[src/rtl/history_sequencer.sv]
// history_sequencer: arbitrates save/undo/redo from two requesters, strobes the history
// buffer, replays restored pixels to the canvas and reports completion.
module history_sequencer #(
  parameter int TIMEOUT = 4
) (
  input  logic       clk,
  input  logic       rst,
  input  logic       a_valid,
  input  logic [1:0] a_op,
  output logic       a_ready,
  input  logic       b_valid,
  input  logic [1:0] b_op,
  output logic       b_ready,
  input  logic [7:0] cur_x,
  input  logic [7:0] cur_y,
  input  logic [2:0] cur_color,
  output logic       hr_save,
  output logic       hr_undo,
  output logic       hr_redo,
  output logic [7:0] hr_x,
  output logic [7:0] hr_y,
  output logic [2:0] hr_color,
  input  logic [7:0] hr_x_out,
  input  logic [7:0] hr_y_out,
  input  logic [2:0] hr_color_out,
  input  logic       hr_restore_valid,
  input  logic       hr_can_undo,
  input  logic       hr_can_redo,
  output logic       px_valid,
  output logic [7:0] px_x,
  output logic [7:0] px_y,
  output logic [2:0] px_color,
  input  logic       px_ready,
  output logic       done,
  output logic       done_ok,
  output logic       done_id
);
  typedef enum logic [2:0] {IDLE, PULSE, GAP, WAIT, WRITE, DONE} state_t;
  state_t state_q, state_d;
  logic [1:0] op_q, op_d, acc_op;
  logic id_q, id_d, prio_b_q, prio_b_d, done_ok_q, done_ok_d, done_id_q, done_id_d;
  logic [3:0] cnt_q, cnt_d;
  logic [7:0] hr_x_q, hr_x_d, hr_y_q, hr_y_d, px_x_q, px_x_d, px_y_q, px_y_d;
  logic [2:0] hr_color_q, hr_color_d, px_color_q, px_color_d;
  logic idle, reject;
  assign idle = state_q == IDLE;
  // prio_b_q set means B wins the next tie
  assign a_ready = idle & a_valid & (~b_valid | ~prio_b_q);
  assign b_ready = idle & b_valid & (~a_valid | prio_b_q);
  assign acc_op = b_ready ? b_op : a_op;
  assign reject = acc_op == 2'b00 | (acc_op == 2'b10 & ~hr_can_undo) | (acc_op == 2'b11 & ~hr_can_redo);
  assign hr_save = state_q == PULSE & op_q == 2'b01;
  assign hr_undo = state_q == PULSE & op_q == 2'b10;
  assign hr_redo = state_q == PULSE & op_q == 2'b11;
  assign hr_x = hr_x_q;
  assign hr_y = hr_y_q;
  assign hr_color = hr_color_q;
  assign px_valid = state_q == WRITE;
  assign px_x = px_x_q;
  assign px_y = px_y_q;
  assign px_color = px_color_q;
  assign done = state_q == DONE;
  assign done_ok = done_ok_q;
  assign done_id = done_id_q;
  always_comb begin
    state_d = state_q;
    op_d = op_q;
    id_d = id_q;
    prio_b_d = prio_b_q;
    done_ok_d = done_ok_q;
    cnt_d = cnt_q;
    hr_x_d = hr_x_q;
    hr_y_d = hr_y_q;
    hr_color_d = hr_color_q;
    px_x_d = px_x_q;
    px_y_d = px_y_q;
    px_color_d = px_color_q;
    case (state_q)
      IDLE: if (a_ready | b_ready) begin
        op_d = acc_op;
        id_d = b_ready;
        prio_b_d = a_ready;
        hr_x_d = cur_x;
        hr_y_d = cur_y;
        hr_color_d = cur_color;
        state_d = reject ? DONE : PULSE;
        done_ok_d = reject ? 1'b0 : done_ok_q;
      end
      PULSE: begin
        state_d = op_q == 2'b01 ? GAP : WAIT;
        cnt_d = 4'd0;
      end
      GAP: begin
        state_d = DONE;
        done_ok_d = 1'b1;
      end
      WAIT: if (hr_restore_valid) begin
        px_x_d = hr_x_out;
        px_y_d = hr_y_out;
        px_color_d = hr_color_out;
        state_d = WRITE;
      end else begin
        cnt_d = cnt_q + 4'd1;
        state_d = cnt_d == 4'(TIMEOUT) ? DONE : WAIT;
        done_ok_d = cnt_d == 4'(TIMEOUT) ? 1'b0 : done_ok_q;
      end
      WRITE: begin
        state_d = px_ready ? DONE : WRITE;
        done_ok_d = px_ready ? 1'b1 : done_ok_q;
      end
      DONE: state_d = IDLE;
      default: state_d = IDLE;
    endcase
    done_id_d = state_d == DONE ? id_d : done_id_q;
  end
  always_ff @(posedge clk or posedge rst) begin
    if (rst) begin
      state_q <= IDLE;
      op_q <= 2'b00;
      id_q <= 1'b0;
      prio_b_q <= 1'b0;
      done_ok_q <= 1'b0;
      done_id_q <= 1'b0;
      cnt_q <= 4'd0;
      hr_x_q <= 8'd0;
      hr_y_q <= 8'd0;
      hr_color_q <= 3'd0;
      px_x_q <= 8'd0;
      px_y_q <= 8'd0;
      px_color_q <= 3'd0;
    end else begin
      state_q <= state_d;
      op_q <= op_d;
      id_q <= id_d;
      prio_b_q <= prio_b_d;
      done_ok_q <= done_ok_d;
      done_id_q <= done_id_d;
      cnt_q <= cnt_d;
      hr_x_q <= hr_x_d;
      hr_y_q <= hr_y_d;
      hr_color_q <= hr_color_d;
      px_x_q <= px_x_d;
      px_y_q <= px_y_d;
      px_color_q <= px_color_d;
    end
  end
endmodule

[config.mk]
export PLATFORM = sky130hd
export DESIGN_NAME = history_sequencer
export DESIGN_NICKNAME = d
export VERILOG_FILES = /design/src/rtl/history_sequencer.sv
export SDC_FILE = /design/constraint.sdc
export NUM_CORES = 1
export LEC_CHECK = 0
export ABC_AREA = 1
export BUFFER_PORTS_ARGS = -buffer_cell sky130_fd_sc_hd__buf_4
export CORE_UTILIZATION = 35
export CTS_CLUSTER_DIAMETER = 150
export DETAILED_ROUTE_END_ITERATION = 8
export GPL_TIMING_DRIVEN = 0
export PLACE_DENSITY_LB_ADDON = 0.3
export SYNTH_ARGS = -nofsm -noshare
export SYNTH_HDL_FRONTEND = slang
export SYNTH_SLANG_ARGS = --single-unit
[constraint.sdc]
create_clock -name clk -period 2.15 [get_ports clk]
set_clock_uncertainty 0.2 [all_clocks]
set_input_delay 0.215 -clock clk [delete_from_list [all_inputs] [get_ports clk]]
set_output_delay 0.215 -clock clk [all_outputs]
set_load 0.01 [all_outputs]
==> results.json <==
{
  "core_area_mm2": 0.00635,
  "timing.final.hold_violations": 0,
  "worstRegToRegCells": 12,
  "rsz0062_at_grt": "false",
  "synth_top_area_share_pct": 55.3,
  "fin_crit_sh_pct": 90.1,
  "sequential_area_share_after_synthesis_pct": 55.3,
  "post_drt_wl_per_cell_um": 12.6,
  "worst_ep_arrival_time_ns": 1.52,
  "die_area_mm2": 0.00692,
  "finalCriticalPeriod_ns": 1.94,
  "n_antenna_cell": 0,
  "synth_seq_cells": 51,
  "drt_pass1_iterations": 4,
  "timing.critical_path.fanout_max": 4,
  "power_leakage_nw": 1.96,
  "slew_headroom_pct": 63.7,
  "io_port_bufs": 96,
  "vias_per_cell": 4.49,
  "worst_flop_to_flop_path_startpoint": "state_q[2]",
  "width_of_the_die_um": 83.2,
  "run_status": "finished clean",
  "power_density_mw_per_mm2": 1240,
  "drc": 0,
  "cp-end-kind": "primary output",
  "final_net_count": 423,
  "grt_pass1_vias": 2035,
  "r2r-end": "done_id",
  "critical_path_required_ns": 1.74,
  "floorplan.die.height_um": 83.2,
  "clock_tree.root_cell": "sky130_fd_sc_hd__clkbuf_8",
  "whs_path_depth": 5,
  "grt_first_pass_wirelength_mm": 9.55,
  "timing_worst_slew_pin_value_ns": 0.544,
  "last_weighted_congestion_value_of_the_routability_driven_placer": 0.800,
  "cts-htree-levels": 2,
  "tritoncts": "yes",
  "clock-sinks": 51,
  "max_freq_mhz": 516,
  "number_of_antenna_violations_at_the_first_check_in_global_routing": 0,
  "grt_start_max_net_pins": 28,
  "clk_pin_slew_ns": 0.10,
  "syn_to_final_growth_pct": 57.9,
  "cts_buffer_depth": 2,
  "mostFrequentLayoutCell": "sky130_fd_sc_hd__buf_4",
  "netlist_top_cells_area": "sky130_fd_sc_hd__dfrtp_1 55%, sky130_fd_sc_hd__nand2_1 14%, sky130_fd_sc_hd__mux2_4 12%, sky130_fd_sc_hd__inv_1 2.6%, sky130_fd_sc_hd__o21ai_0 2.0%",
  "netlist-cell-type-count": 24,
  "placed_cells_incl_taps": 401,
  "critical_path.startpoint": "state_q[0]",
  "clock_latency_at_the_later_pin_of_the_worst_skew_pair_ns": 0.30,
  "drv.max_cap_violation_count": 0,
  "num_rows": 29,
  "rrSetupSlack_ns": 0.37,
  "grt_overflow_total": 0,
  "drive_gt1_share_pct": 39.0,
  "final-instance-count-excl-fill": 449,
  "synthDominantAreaCellType": "sky130_fd_sc_hd__dfrtp_1",
  "num_io_pins": 97,
  "critical_path.startpoint_type": "flip-flop",
  "post_cts_setup_bufs": 0,
  "drv_slew": 0,
  "vdd_ir_drop_max_mv": 0.677,
  "hold-path-endpoint": "op_q[1]",
  "vias": 2016,
  "number_of_endpoints_failing_setup_at_the_final_stage": 0,
  "critical_path_class": "flip-flop to primary output",
  "hp-class": "input port to flip-flop",
  "totalWireLength_mm": 5.67,
  "syn_std_cell_area_mm2": 0.00231,
  "most-common-layout-cells": "96 x sky130_fd_sc_hd__buf_4, 84 x sky130_fd_sc_hd__nand2_1, 51 x sky130_fd_sc_hd__dfrtp_1",
  "syn-instance-count": 227,
  "ys.warnings.count": 0,
  "grt_use_total_pct": 17.3,
  "postLayoutCoreUtil_pct": 57.4,
  "timing.hold.worst.start": "a_op[1]",
  "synth_fp_nets": 279,
  "detail-route-antenna-nets": 0,
  "timing.setup.tns_ns": 0,
  "half_perimeter_wire_length_after_placement_mm": 3.75,
  "syn_avg_cell_area_um2": 10.2,
  "drt_iter0_markers": 89,
  "initial_core_util_pct": 36.4,
  "tritoncts.num_buffers": 5
}
-- sequential cells by signal (all words and copies together) (netlist names) --
signal    count
hr_x          8
hr_y          8
px_x          8
px_y          8
cnt_q         4
hr_color      3
px_color      3
state_q       3
op_q          2
done_id       1
done_ok       1
id_q          1
prio_b_q      1
-- metrics by stage --
step | setup slack (ns) | hold WS (ns) | power (mW) | area (µm²)
3_5_place_dp | 0.368 | 0.0982 | 3.88 | 3150
2_1_floorplan | 0.505 | 0.125 | 2.94 | 2310
6_report | 0.213 | 0.0918 | 4.53 | 3640
5_1_grt | 0.0436 | 0.103 | 4.90 | 3640
3_3_place_gp | -0.183 | 0.207 | 3.82 | 3130
4_1_cts | 0.120 | 0.0793 | 4.54 | 3640
-- critical path, stage by stage (launching register included) --
cell                      delay (ns)
sky130_fd_sc_hd__dfrtp_1        0.40
sky130_fd_sc_hd__inv_1          0.12
sky130_fd_sc_hd__nor2_1         0.10
sky130_fd_sc_hd__inv_1          0.07
sky130_fd_sc_hd__nor2_2         0.12
sky130_fd_sc_hd__inv_1          0.09
sky130_fd_sc_hd__nor3_1         0.16
sky130_fd_sc_hd__buf_4          0.16
-- synth_stat cells --
| cell type | n |
|---|---|
| sky130_fd_sc_hd__nand2_1 | 84 |
| sky130_fd_sc_hd__o21ai_0 | 9 |
| sky130_fd_sc_hd__ha_1 | 2 |
| sky130_fd_sc_hd__buf_6 | 2 |
| sky130_fd_sc_hd__xor2_1 | 1 |
| sky130_fd_sc_hd__inv_1 | 16 |
| sky130_fd_sc_hd__nand2_2 | 5 |
| sky130_fd_sc_hd__nand2_4 | 1 |
| sky130_fd_sc_hd__a21oi_1 | 1 |
| sky130_fd_sc_hd__nor3_4 | 1 |
| sky130_fd_sc_hd__nor2_8 | 1 |
| sky130_fd_sc_hd__a31oi_1 | 1 |
| sky130_fd_sc_hd__inv_2 | 2 |
| sky130_fd_sc_hd__nor3_1 | 3 |
| sky130_fd_sc_hd__o21a_1 | 1 |
| sky130_fd_sc_hd__dfrtp_1 | 51 |
| sky130_fd_sc_hd__mux2_4 | 19 |
| sky130_fd_sc_hd__o211ai_1 | 1 |
| sky130_fd_sc_hd__nor2_4 | 3 |
| sky130_fd_sc_hd__xnor2_1 | 1 |
| sky130_fd_sc_hd__buf_2 | 4 |
| sky130_fd_sc_hd__nand3_1 | 6 |
| sky130_fd_sc_hd__nand4_1 | 2 |
| sky130_fd_sc_hd__nor2_1 | 10 |
-- worst max path at each step --
stage | cells after the start | endpoint
finish | 7 | hr_redo
global placement | 2 | done_ok
floorplan | 1 | cnt_q[0]
global route | 7 | hr_redo
CTS | 7 | hr_redo
detailed placement | 12 | done_id
-- final cells by class --
type | count | area (µm²)
fill | 549 | 2710
tap | 77 | 96.3
clock buffer | 6 | 82.6
multi-input combinational | 152 | 925
sequential | 51 | 1280
buffer | 6 | 42.5
clock inverter | 2 | 13.8
timing repair buffer | 137 | 1140
inverter | 18 | 67.6
-- where the power goes --
part / total (mW) / internal (mW) / leakage, nW / switching (mW)
logic: 2.24 / 1.16 / 1.28 / 1.09
registers: 1.70 / 1.41 / 0.631 / 0.292
clock network: 0.591 / 0.264 / 0.0516 / 0.327
total: 4.53 / 2.83 / 1.96 / 1.71
-- logic make-up (layout without fill, tap and decap cells) --
group	Yosys count	in the layout	share of synthesized area, %
buffers and inverters	24	169	4.77
and+or+nand+nor	116	116	22.7
xor gates and xnor gates	2	2	0.759
muxes	19	19	12.4
AOI/OAI and AO/OA	13	13	3.09
adders and majority gates	2	2	1.08
DFF	51	51	55.3
-- layer usage --
layer	track usage, %	wire length, µm	share of wire, %	vias up
met2	29.9	2840	50	59
met3	5.17	360	6.3	6
met4	5.17	71	1.3	0
li1	-	-	-	1003
met5	0	0	0	-
met1	20.7	2400	42	948
-- repair_timing --
action / in CTS / in global routing
endpoints found under the hold margin: 63 / 0
hold buffers: 40 / 0
endpoints found under the setup margin: 0 / 2
gates resized for setup: 0 / 1
Note: power is estimated with default switching activity, not from simulation.
